--- src/rtl/mfcc_frame_sequencer.sv ---
// rtl/mfcc_frame_sequencer.sv - packs indexed MFCC coefficients into frames for the DNN input layer
//
// Assembles NCOEF coefficients, arriving one per rising edge of dv and tagged
// with x_index, into a feature frame. Index order is checked, frames can be
// gated on voice activity, and finished frames go out through one holding slot
// with a valid/ready handshake.
//
// Ports:
//   clk          system clock
//   reset        asynchronous active-low reset
//   dv           coefficient data-valid level (rising edge = one capture)
//   x_index      coefficient index, sampled with the capture
//   x_i          coefficient value, sampled with the capture
//   vad          voice-activity flag, sampled with the capture
//   frame_ready  consumer accepts the held frame
//   frame_valid  output slot holds a complete frame
//   frame_data   coefficient k at bits [k*W +: W]
//   drop_cnt     saturating count of frames lost to a full slot
//   resync_cnt   saturating count of index errors
//   collecting   registered decode of the COLLECT state
module mfcc_frame_sequencer #(
  parameter int NCOEF    = 12,
  parameter int W        = 32,
  parameter bit VAD_GATE = 1'b1
) (
  input  logic                 clk,
  input  logic                 reset,
  input  logic                 dv,
  input  logic [4:0]           x_index,
  input  logic [W-1:0]         x_i,
  input  logic                 vad,
  input  logic                 frame_ready,
  output logic                 frame_valid,
  output logic [NCOEF*W-1:0]   frame_data,
  output logic [7:0]           drop_cnt,
  output logic [7:0]           resync_cnt,
  output logic                 collecting
);

  localparam logic [4:0] LAST_IDX = 5'(NCOEF - 1);

  typedef enum logic {
    SYNC    = 1'b0,
    COLLECT = 1'b1
  } state_t;

  state_t               state_q, state_d;
  logic                 dv_d;
  logic [4:0]           exp_idx, exp_idx_d;
  logic                 vad_acc, vad_acc_d;
  logic [NCOEF*W-1:0]   asm_q;
  logic                 pend_q;

  logic                 capture;
  logic                 vad_now;
  logic                 wr_en;
  logic                 complete;
  logic                 resync_inc;
  logic                 pend_d;

  assign capture = dv & ~dv_d;
  assign vad_now = vad_acc | vad;

  always_comb begin
    state_d    = state_q;
    exp_idx_d  = exp_idx;
    vad_acc_d  = vad_acc;
    wr_en      = 1'b0;
    complete   = 1'b0;
    resync_inc = 1'b0;
    if (capture) begin
      case (state_q)
        SYNC: begin
          if (x_index == 5'd0) begin
            wr_en     = 1'b1;
            exp_idx_d = 5'd1;
            vad_acc_d = vad;
            state_d   = COLLECT;
          end
        end
        COLLECT: begin
          // exp_idx never exceeds LAST_IDX here, so an out-of-range index
          // can never match and always lands in the mismatch branch.
          if (x_index == exp_idx) begin
            wr_en     = 1'b1;
            vad_acc_d = vad_now;
            if (exp_idx == LAST_IDX) begin
              complete  = 1'b1;
              exp_idx_d = 5'd0;
              state_d   = SYNC;
            end else begin
              exp_idx_d = exp_idx + 5'd1;
            end
          end else begin
            resync_inc = 1'b1;
            if (x_index == 5'd0) begin
              wr_en     = 1'b1;
              exp_idx_d = 5'd1;
              vad_acc_d = vad;
            end else begin
              exp_idx_d = 5'd0;
              state_d   = SYNC;
            end
          end
        end
        default: begin
          exp_idx_d = 5'd0;
          state_d   = SYNC;
        end
      endcase
    end
  end

  // Only frames that will be offered to the slot are flagged; silent frames
  // under gating vanish here without touching any counter.
  assign pend_d = complete & (~VAD_GATE | vad_now);

  always_ff @(posedge clk or negedge reset) begin
    if (!reset) begin
      state_q <= SYNC;
      dv_d    <= 1'b0;
      exp_idx <= 5'd0;
      vad_acc <= 1'b0;
      asm_q   <= '0;
      pend_q  <= 1'b0;
    end else begin
      state_q <= state_d;
      dv_d    <= dv;
      exp_idx <= exp_idx_d;
      vad_acc <= vad_acc_d;
      pend_q  <= pend_d;
      for (int k = 0; k < NCOEF; k++) begin
        if (wr_en && (x_index == 5'(k))) begin
          asm_q[k*W +: W] <= x_i;
        end
      end
    end
  end

  // Transfer stage, one edge after completion. A capture needs dv low on the
  // preceding cycle, so no capture can land on the transfer edge and asm_q is
  // still the finished frame when it is copied out.
  always_ff @(posedge clk or negedge reset) begin
    if (!reset) begin
      frame_valid <= 1'b0;
      frame_data  <= '0;
      drop_cnt    <= 8'd0;
    end else begin
      if (pend_q) begin
        if (!frame_valid || frame_ready) begin
          frame_data  <= asm_q;
          frame_valid <= 1'b1;
        end else if (drop_cnt != 8'hFF) begin
          drop_cnt <= drop_cnt + 8'd1;
        end
      end else if (frame_valid && frame_ready) begin
        frame_valid <= 1'b0;
      end
    end
  end

  always_ff @(posedge clk or negedge reset) begin
    if (!reset) begin
      resync_cnt <= 8'd0;
      collecting <= 1'b0;
    end else begin
      if (resync_inc && (resync_cnt != 8'hFF)) begin
        resync_cnt <= resync_cnt + 8'd1;
      end
      collecting <= (state_q == COLLECT);
    end
  end

endmodule

--- config.mk ---
export PLATFORM = sky130hd
export DESIGN_NAME = mfcc_frame_sequencer
export DESIGN_NICKNAME = d
export VERILOG_FILES = /design/src/rtl/mfcc_frame_sequencer.sv
export SDC_FILE = /design/constraint.sdc
export NUM_CORES = 1
export LEC_CHECK = 0
export ABC_AREA = 1
export CORE_MARGIN = 2
export CORE_UTILIZATION = 59
export DETAILED_ROUTE_END_ITERATION = 8
export PLACE_DENSITY = 0.91
export SLEW_MARGIN = 10
export SYNTH_ARGS = -nofsm -noshare
export SYNTH_HDL_FRONTEND = slang
export SYNTH_SLANG_ARGS = --single-unit
--- constraint.sdc ---
create_clock -name clk -period 5.3 [get_ports clk]
set_clock_uncertainty 0.1 [all_clocks]
set_input_delay 1.59 -clock clk [delete_from_list [all_inputs] [get_ports clk]]
set_output_delay 1.59 -clock clk [all_outputs]
set_load 0.03 [all_outputs]
-- Yosys cells after proc, flatten, opt, wreduce, memory -nomap -nowiden
Cells that the tools add are included.
- $add $sub $neg: 3
- bitwise gates (word level): 6
- equality and inequality tests: 17
- reduce and logical (&&, ||, !) cells: 22
- muxes and demuxes: 25
- operators by type and width (kind ; count):
    $eq A5 B4 Y1 const B ; 5
    $eq A5 B3 Y1 const B ; 4
    $mux W1 ; 18
    $add A8 B1 Y8 const B ; 2
    $ne A8 B8 Y1 const B ; 2
    $mux W5 ; 3
    $logic_and A1 B1 Y1 ; 14
    $eq A5 B2 Y1 const B ; 2
    $pmux W5 S2 ; 1
    $pmux W1 S2 ; 3
    $reduce_and A2 Y1 ; 3
    $add A5 B1 Y5 const B ; 1
    $eq A5 B1 Y1 const B ; 1
    $eq A5 B5 Y1 ; 1
    $logic_not A5 Y1 ; 1
    $not A1 Y1 ; 3
    $reduce_and A3 Y1 ; 1
    $and A1 B1 Y1 ; 2
    $ne A2 B1 Y1 const B ; 1
    $ne A2 B2 Y1 const B ; 1
    $reduce_bool A2 Y1 ; 1
    $logic_not A1 Y1 ; 1
    $logic_or A1 B1 Y1 ; 1
    $or A1 B1 Y1 ; 1
- logic and storage cells: 95
- flip-flop bits (word level): 795
- output and inout port bits: 402
- input bits: 42

-- Longest topological paths before layout
Gate-level depths: netlist of the first run.
- depth in word-level cells: 6
- mapped depth: 11
- depth with buffers taken out: 10

-- Worst setup path after synthesis of the first run
Ideal clock, no wire load.
- path kind: input to register
- from: in frame_ready
- to: reg frame_data[323]
- buffers on the path: 2
- cell stages on the path: 6
- slack: 2.372 ns
- library setup time: 0.125 ns
- arrival: 2.703 ns
- required time: 5.075 ns
- cell sequence: inv_1 > nand2_1 > nand2_1 > clkbuf_1 > buf_2 > mux2_2
- cells in the longest elaborated chain, start to end: 2
- ends and longest elaborated chain (item ; RTL line ; text):
    start: declaration ; 32 ; input logic frame_ready,
    $logic_or A1 B1 Y1 ; 150 ; if (!frame_valid || frame_ready) begin
    $reduce_and A2 Y1 (no line) ; n/a ;
    end signal: assignment ; 151 ; frame_data <= asm_q;
    end: declaration ; 34 ; output logic [NCOEF*W-1:0] frame_data,
Every way passes these cells.
A chain may end at the register's enable or synchronous reset.

-- Worst setup path in the final report of the first run
- from: in x_index[4]
- to: reg asm_q[238]
- cells in the longest elaborated chain, start to end: 6
- elaborated cells between the ends (all ways): 8
- those cells by class: eq/ne: 2; mux: 4; reduce/logical: 2
- ends and longest elaborated chain (item ; RTL line ; text):
    start: declaration ; 29 ; input logic [4:0] x_index,
    $logic_not A5 Y1 ; 74, 96 ;
    $mux W1 ; 74, 96 ;
    $mux W1 ; 84 ; if (x_index == exp_idx) begin
    $pmux W1 S2 ; 72 ; case (state_q)
    $mux W1 ; 71 ; if (capture) begin
    $logic_and A1 B1 Y1 * ; 133 ; if (wr_en && (x_index == 5'(k))) begin
    end signal: indexed assignment ; 134 ; asm_q[k*W +: W] <= x_i;
    end: declaration ; 51 ; logic [NCOEF*W-1:0] asm_q;
Mark *: on every way between the ends. The rest lies on a longest branch, timed or not.

==> metrics.md, run 1 <==
| Metric | Value |
|---|---|
| Post-synthesis area per instance | 11.6 um^2 |
| Die ar. | 0.0539 mm^2 |
| Mapped Area | a little over 0.03 mm^2 |
| Max-cap viol count | 0 |
| DRC Markers | 0 |
| Gpl congestion | approximately 0.9 |
| Max_slew headroom | 6.58% |
| Yosys top cell by area | dfrtp_1 |
| Power Density | approximately 320 mW/mm^2 |
| Area growth from synthesis to layout | 24.9% |
| Post-Place Cells | 3648 |
| CTS sink cnt | roughly 800 |
| Drt wl/cell | between 20 and 25 um |
| Syn. warnings | 0 |
| H-tree depth | 3 |
| DP Wirelength | 58800 um |
| Clock root cell | clkbuf_16 |
| Dominant cells by area after synthesis | dfrtp_1 (65%), mux2_2 (15%), nand2_1 (9.6%), nand3_1 (6.1%), buf_2 (1.8%) |
| Power Total | 12.2 mW |
| Total wire length | about 93000 um |
| Mux cell area share after synthesis | 15.2% |
| Die Span Y | ~230 um |
| Worst path required time | ~5700 ps |
| Synth unique cells | 23 |
| Seq/Total Area, Yosys | 64.8% |
| Worst min path class | reg2reg |
| Yosys top cell area share | 64.8% |
| Initial antenna violation count | 3 |
| Clock latency at the later pin of the worst-skew pair | 620 ps |
| RSZ-0062 raised after global routing | false |
| Routed Antenna Nets | 0 |
| Synth Register Bits | slightly below 800 |
| Overall Global Routing Usage | 35.1% |
| Synth top cells by count | dfrtp_1 (795), nand2_1 (786), mux2_2 (416), nand3_1 (373), buf_2 (111) |
| Post-synth ARST share | 100% |
| Final Setup Violations | 0 |
| Area post-placement | about 0.036 mm^2 |
| Post-Synth Simple-Gate Area | 16.2% |
| Num ports | about 440 |
| Most common cell in the synthesized netlist | dfrtp_1 |
| Final period util | 76.7% |
| Vias in the first global route | 23800 |
| Dpl ws | 710 ps |
| Num CTS Buffers | 76 |
| Initial detailed-routing violation count | 2624 |
| Post-CTS setup buffers | 0 |
| Largest net degree at the start of global routing | 100 |
| Crit path DAT | 4460 ps |
| CTS resizes | 0 |
| Final Util | 74.7% |
| Synth Area in XOR/XNOR | 0.399% |
| Non-Filler Instances | between 3000 and 4000 |
| Clk pin slew, worst setup/hold paths | about 60 ps |
| Hold WS | 370 ps |
| Share of cells above drive strength 1 | 19.9% |
| Final Worst Setup Slack | 1230 ps |
| Clock buffer depth | 3 |
| Syn Inst Count | ~2600 |
| Status | finished, final reports clean |
| Pleak | between 20 and 25 nW |
| DIE WIDTH | ~230 um |
| CP Launch Type | primary input |
| Initial Util | about three fifths |
| Area fraction in compound gates after synthesis | less than 1% |
| Total grt overflow | 0 |
| Largest family of logic cells by synthesized area | simple AND/OR/NAND/NOR gates |
| VDD IR max | 0.265 mV |
| Row Count | 83 |
| Nets | around 3000 |
| Fillers | roughly 3000 |
| Routed vias/inst | 6.04 |
| Post-Syn Nets | 2690 |
| Vias post-DR | 22800 |
| Worst-margin pin slew | roughly 1400 ps |
| Hold Violations, Final | 0 |
| Most used DFF post-synth | dfrtp_1 |
| Critical path class | in2reg |
| CTS Hold Buffers Added | 0 |
| Tmin final | 4070 ps |
| Crit Path Max Fanout | 68 |
| Total core area | just over 0.05 mm^2 |
| Post-route cell area | ~0.038 mm^2 |
| Post-synth EDFFs | 0 |
| F_max | roughly 250 MHz |
| Max-slew violations | 0 |
| TNS Setup | 0 ps |
| Post-Synth Adder-Cell Area | 0.122% |
| Crit. End Element | register |
| Drt first pass iters | 8 |
| First-pass GRT wire length | 142000 um |
| I/O Buffers | 443 |
| TritonCTS clock tree | built |
-- state kept, by name, summed over array words and instances (netlist names), 5 cells and up --
register	flops
drop_cnt	8
asm_q	384
frame_data	384
resync_cnt	8
exp_idx	5
-- layout by cell type, fill, tap and decap left out, types with 3 or more instances in the layout --
master / n
clkbuf_16: 78
o21ai_0: 10
clkbuf_1: 16
inv_6: 5
nor2_1: 14
buf_12: 10
nor3_1: 3
clkbuf_8: 18
nor3_2: 4
xnor2_1: 6
nand3_1: 373
bufinv_16: 6
buf_4: 53
clkinv_2: 7
xor2_1: 8
nor2_2: 6
inv_2: 6
ha_1: 3
dfrtp_1: 795
nand2_1: 785
nand4_1: 3
inv_1: 18
mux2_2: 416
clkdlybuf4s50_1: 442
-- cell type report --
cell class	count	area (um^2)	share of cell area (%)
flip-flops and latches	795	19900	51.8
inverters	25	93.8	0.244
well taps	680	851	2.22
clock inverters	20	283	0.737
multi-input cells	1642	9960	26.0
diodes	1	2.50	0.00652
clock buffers	112	2260	5.89
repair buffers	506	5040	13.1
-- per-layer routing --
metal | share of wire [%] | routed length, um | GRT usage [%]
met1 | 35 | 32700 | 43.7
met2 | 49 | 45400 | 56.1
met3 | 9.4 | 8780 | 7.51
met4 | 6.9 | 6480 | 22.5
met5 | 0.015 | 14 | 0
-- cells by family after synthesis --
family / Yosys count
AOI/OAI and AO/OA: 13
xor gates and xnor gates: 14
adders and majority gates: 3
buffers and inverters: 208
DFF: 795
muxes: 416
and+or+nand+nor: 1196
-- critical path: stages --
cell,delay (ps)
clkdlybuf4s50_1,570
xnor2_1,370
nand4_1,370
nand2_8,480
nand2_1,480
buf_4,380
nand2_1,100
nand2_1,70
-- where the power goes --
group	internal (mW)	switching, mW	leakage, nW	total [mW]
Clock	3.25	2.31	1.25	5.56
Combinational	0.120	0.352	7.72	0.471
Sequential	6.14	0.0519	11.1	6.19
Total	9.51	2.71	20.0	12.2
-- worst paths after layout --
check | cells after the start | from | to | slack, ps
setup / recovery | 8 | x_index[4] | asm_q[238] | 1230
hold / removal | 2 | asm_q[100] | asm_q[100] | 370
setup reg to reg | 10 | exp_idx[0] | asm_q[238] | 2330
hold reg to reg | 2 | asm_q[100] | asm_q[100] | 370
max in group asynchronous | 3 | reset | asm_q[156] | 2910
min in group asynchronous | 1 | reset | resync_cnt[0] | 910
Power figures use the tool's default switching activity.
==> run 2: changes to the inputs <==
- CORE_UTILIZATION: 59 -> 54
- PLACE_DENSITY: 0.91 -> 0.84
- clock period: 5.3 -> 3.76 ns (I/O delays scaled with it)
==> run 2 against run 1 <==
Global-route usage is 3.7 points lower. Sequential power grew 41%. Die area rose by 9.1%. Worst setup slack worse by 510 ps. Worst hold slack lost 46 ps. Final cell count up 3.1%. Critical path depth shrank 7. Combinational power increased by 44%. Largest cell class unchanged.
==> metrics.md, run 2 (synthesis results as in run 1) <==
| Metric | Value |
|---|---|
| Clock buffer depth | 3 |
| Drt wl/cell | 23.6 um |
| Routed Antenna Nets | 0 |
| Routed vias/inst | between 5 and 6 |
| Largest net degree at the start of global routing | 98 |
| Nets | 3124 |
| Clock latency at the later pin of the worst-skew pair | ~620 ps |
| Total grt overflow | 0 |
| DRC Markers | 0 |
| I/O Buffers | between 400 and 500 |
| Max-slew violations | 0 |
| Hold Violations, Final | 0 |
| VDD IR max | 0.330 mV |
| Tmin final | 3040 ps |
| First-pass GRT wire length | 140000 um |
| Clock root cell | clkbuf_16 |
| CTS Hold Buffers Added | 0 |
| WP depth | 1 |
| Worst path required time | ~2500 ps |
| Hold WS | roughly 320 ps |
| Crit Path Max Fanout | 2 |
| Slowest-stage cell, CP | clkdlybuf4s50_1 |
| Drt first pass iters | 6 |
| DP Wirelength | 59100 um |
| Final period util | 80.8% |
| DIE WIDTH | 243 um |
| RSZ-0062 raised after global routing | false |
| Die Span Y | 243 um |
| Initial detailed-routing violation count | 2119 |
| R2r worst-path depth | 9 |
| Total wire length | between 90000 and 100000 um |
| Crit path DAT | between 1500 and 2000 ps |
| Area growth from synthesis to layout | 26.6% |
| Most common cell after layout, fill and taps aside | dfrtp_1 |
| Worst stage delay on the critical path | ~720 ps |
| Crit path max-delay family | buffers and inverters |
| CP Launch Type | register |
| Post-CTS setup buffers | 0 |
| Clk pin slew, worst setup/hold paths | 60 ps |
| CTS resizes | 0 |
| Num CTS Buffers | roughly 80 |
| Die ar. | 0.0588 mm^2 |
| H-tree depth | 3 |
| Fillers | 3793 |
| Max-cap viol count | 0 |
| Row Count | 87 |
| Initial antenna violation count | 4 |
| Critical path cell sequence | clkdlybuf4s50_1 |
| TNS Setup | 0 ps |
| Gpl congestion | 0.879 |
| Share of cells above drive strength 1 | between 20% and 30% |
| CTS sink cnt | between 700 and 800 |
| Worst min path class | in2async |
| Status | finished, final reports clean |
| Max_slew headroom | 35.5% |
| Pleak | slightly above 20 nW |
| Commonest cells after routing, fill and taps aside | dfrtp_1 (795), nand2_1 (785), clkdlybuf4s50_1 (442) |
| Final Setup Violations | 0 |
| Total core area | 0.0563 mm^2 |
| Initial Util | 54.6% |
| Overall Global Routing Usage | about a third |
| Worst Path Buf+Inv | 1 |
| Critical path class | reg2out |
| Power Density | between 400 and 500 mW/mm^2 |
| TritonCTS clock tree | built |
| Num ports | 444 |
| Vias post-DR | 22300 |
| Vias in the first global route | 23100 |
| F_max | 329 MHz |
| Crit. End Element | primary output |
| Worst-margin pin slew | 964 ps |
| Largest regs | asm_q (384), frame_data (384) |
run 2: changes by cell type in the layout (fill, tap and decap cells not counted):
cell        delta
buf_4         +24
clkinv_2       +8
buf_12         +6
clkbuf_1       -4
clkbuf_16      +4
diode_2        +3
inv_6          -3
clkinvlp_4     +2
nor2_2         -1
nor2_4         +1
run 2: path summary, 6_finish.rpt:
kind	start	to	slack, ps
worst max-delay path	frame_data[267]	frame_data[267]	720
worst min-delay path	reset	resync_cnt[1]	320
worst max register to register	exp_idx[0]	asm_q[77]	1450
worst min register to register	asm_q[128]	asm_q[128]	370
max in group asynchronous	reset	frame_data[244]	2050
min in group clk	asm_q[128]	asm_q[128]	370
run 2: layout make-up:
cell class                      count  area [um^2]  share of cell area (%)
Sequential cell                   795        19900                    51.1
Multi-Input combinational cell   1642         9970                    25.6
Timing Repair Buffer              536         5340                    13.7
Clock buffer                      112         2340                    6.03
Tap cell                          756          946                    2.43
Clock inverter                     27          312                   0.801
Inverter                           25         93.8                   0.241
Antenna cell                        4         10.0                  0.0257
run 2: worst reg2reg max path: cells and delay by family (launching register included):
kind          cells  cell delay (ps)
buf+inv           2              570
flops             1              410
simple gates      7             1180
run 2: power breakdown:
group	total [mW]	internal, mW	leakage (nW)	switching (mW)
sequential	8.73	8.66	11.1	0.0742
combinational	0.676	0.183	7.89	0.493
clock	8.06	4.75	1.31	3.30
total	17.5	13.6	20.3	3.87
run 2: layer usage:
metal  GRT usage [%]  share of wire [%]  up-vias
met5               0              0.014        -
met4            18.2                6.1        2
met3            5.65                7.6      294
met2            51.5                 49     1066
met1            39.2                 37    11300
li1                -                  -     9630
run 2: per-stage QoR:
stage          power, mW  cells  utilization, %  setup slack, ps  cell area [um^2]
2_1_floorplan       9.10   2645               -             1290             30700
3_3_place_gp        9.53   3754            64.4              332             36200
3_5_place_dp        9.56   3754            64.4              225             36200
4_1_cts             17.5   3893            69.1              711             38900
5_1_grt             18.0   3895            69.1              668             38900
6_report            17.5   3897            69.1              722             38900
==> run 3: changes to the inputs <==
- clock period: 3.76 -> 3.1 ns (I/O delays scaled with it)
==> run 3 against run 2 <==
First-iteration DRC count up 2.6%. Critical path depth stayed put. Final area up 2.2%. Power is 22% higher. Combinational power increased by 29%. Wire length fell by 0.42%. Clock-buffer cell count shrank 1. Non-clock buffer count increased by 53. Largest cell class unchanged. Largest power group unchanged.
==> metrics.md, run 3 (synthesis results as in run 1) <==
| Metric | Value |
|---|---|
| R2r startpoint | exp_idx[0] |
| Share of cells above drive strength 1 | 22.3% |
| I/O Buffers | 443 |
| Routed Antenna Nets | 0 |
| Most common cell after layout, fill and taps aside | dfrtp_1 |
| Worst-margin pin slew | 792 ps |
| Max_slew headroom | 47.0% |
| Hold Violations, Final | 0 |
| Post-CTS setup buffers | 0 |
| TNS Setup | 0 ps |
| Max-cap viol count | 0 |
| Total grt overflow | 0 |
| Worst path required time | 2070 ps |
| Row Count | 87 |
| Final Worst Setup Slack | 264 ps |
| Overall Global Routing Usage | 31.6% |
| Die Span Y | approximately 240 um |
| Crit. End Element | primary output |
| H-tree depth | 3 |
| Initial antenna violation count | 6 |
| DRC Markers | 0 |
| TritonCTS clock tree | built |
| R2r worst-path depth | 10 |
| VDD IR max | about 0.45 mV |
| Final Setup Violations | 0 |
| Largest regs | asm_q (384), frame_data (384) |
| Fillers | 3654 |
| Critical path class | reg2out |
| CTS sink cnt | between 700 and 800 |
| Routed vias/inst | about 5.7 |
| Pleak | between 20 and 25 nW |
| Worst min path class | in2async |
| Commonest cells after routing, fill and taps aside | dfrtp_1 (795), nand2_1 (785), clkdlybuf4s50_1 (442) |
| Initial detailed-routing violation count | 2175 |
| Final period util | 91.5% |
| Total wire length | around 90000 um |
| Area growth from synthesis to layout | 29.4% |
| Gpl congestion | 0.886 |
| Status | finished, final reports clean |
| Power Total | 21.3 mW |
| Nets | 3178 |
| Power Density | 537 mW/mm^2 |
| Drt first pass iters | 8 |
| Largest net degree at the start of global routing | 77 |
| CTS resizes | 0 |
| CTS Hold Buffers Added | 0 |
| Total core area | between 0.05 and 0.06 mm^2 |
| Hold WS | ~180 ps |
| Initial Util | 54.6% |
| Num CTS Buffers | 80 |
| Die ar. | 0.0588 mm^2 |
| Area post-placement | ~0.037 mm^2 |
| DIE WIDTH | 243 um |
| Crit Path Max Fanout | 2 |
| Reg2Reg Capture Point | asm_q[346] |
| CP Launch Type | register |
| Clk pin slew, worst setup/hold paths | around 60 ps |
| RSZ-0062 raised after global routing | false |
| Drt wl/cell | around 23 um |
| Num ports | approximately 440 |
| Crit path DAT | 1810 ps |
| Slowest-stage cell, CP | clkdlybuf4s50_1 |
| Dpl ws | -121 ps |
| First-pass GRT wire length | 141000 um |
| Clock latency at the later pin of the worst-skew pair | approximately 630 ps |
| Worst stage delay on the critical path | ~720 ps |
| F_max | approximately 350 MHz |
| Tmin final | 2840 ps |
| Clock buffer depth | 3 |
| Worst Path Buf+Inv | 1 |
| Final Util | 70.6% |
| Vias in the first global route | around 24000 |
| Crit path max-delay family | buffers and inverters |
| Post-Place Cells | 3807 |
| Max-slew violations | 0 |
| Non-Filler Instances | 3950 |
| R2R Setup Slk | 880 ps |
| DP Wirelength | between 60000 and 70000 um |
| Clock root cell | clkbuf_16 |
| Vias post-DR | ~23000 |
| Critical path cell sequence | clkdlybuf4s50_1 |
| Post-route cell area | 0.0397 mm^2 |
run 3: cell count changes in the layout (fill, tap and decap cells not counted):
cell,delta
buf_4,+20
clkinv_2,-1
buf_12,+33
clkbuf_1,-1
diode_2,-1
clkbuf_8,+1
bufinv_16,+1
clkinv_8,+1
clkbuf_16,-1
clkinvlp_4,+1
run 3: worst max-delay path by stage:
stage | depth (start not counted) | start | endpoint | slack (ps)
6_report | 1 | frame_data[337] | frame_data[337] | 260
5_1_grt | 11 | x_index[0] | resync_cnt[7] | 230
4_1_cts | 1 | drop_cnt[6] | drop_cnt[6] | 250
3_5_place_dp | 11 | x_index[0] | asm_q[346] | -120
3_3_place_gp | 11 | x_index[0] | asm_q[346] | 10
2_1_floorplan | 6 | frame_ready | frame_data[323] | 830
run 3: area by class of cell:
type,instances,area (um^2),area share [%]
multi-input combinational,1642,9970,25.1
antenna,3,7.51,0.0189
sequential,795,19900,50.0
tap,756,946,2.38
clock buffer,111,2330,5.86
timing repair buffer,589,6150,15.5
inverter,25,93.8,0.236
clock inverter,29,360,0.907
run 3: routing by layer:
| metal | track usage, % | share of wire (%) | vias up |
|---|---|---|---|
| li1 | - | - | 9730 |
| met1 | 39.1 | 37 | 11400 |
| met2 | 51.3 | 49 | 1125 |
| met3 | 6.38 | 7.6 | 334 |
| met4 | 19.2 | 6.4 | 6 |
| met5 | 0 | 0.048 | - |
run 3: where the power goes:
| group | total, mW | switching [mW] | internal, mW |
|---|---|---|---|
| registers | 10.6 | 0.0874 | 10.5 |
| clock network | 9.88 | 4.05 | 5.83 |
| logic | 0.875 | 0.604 | 0.270 |
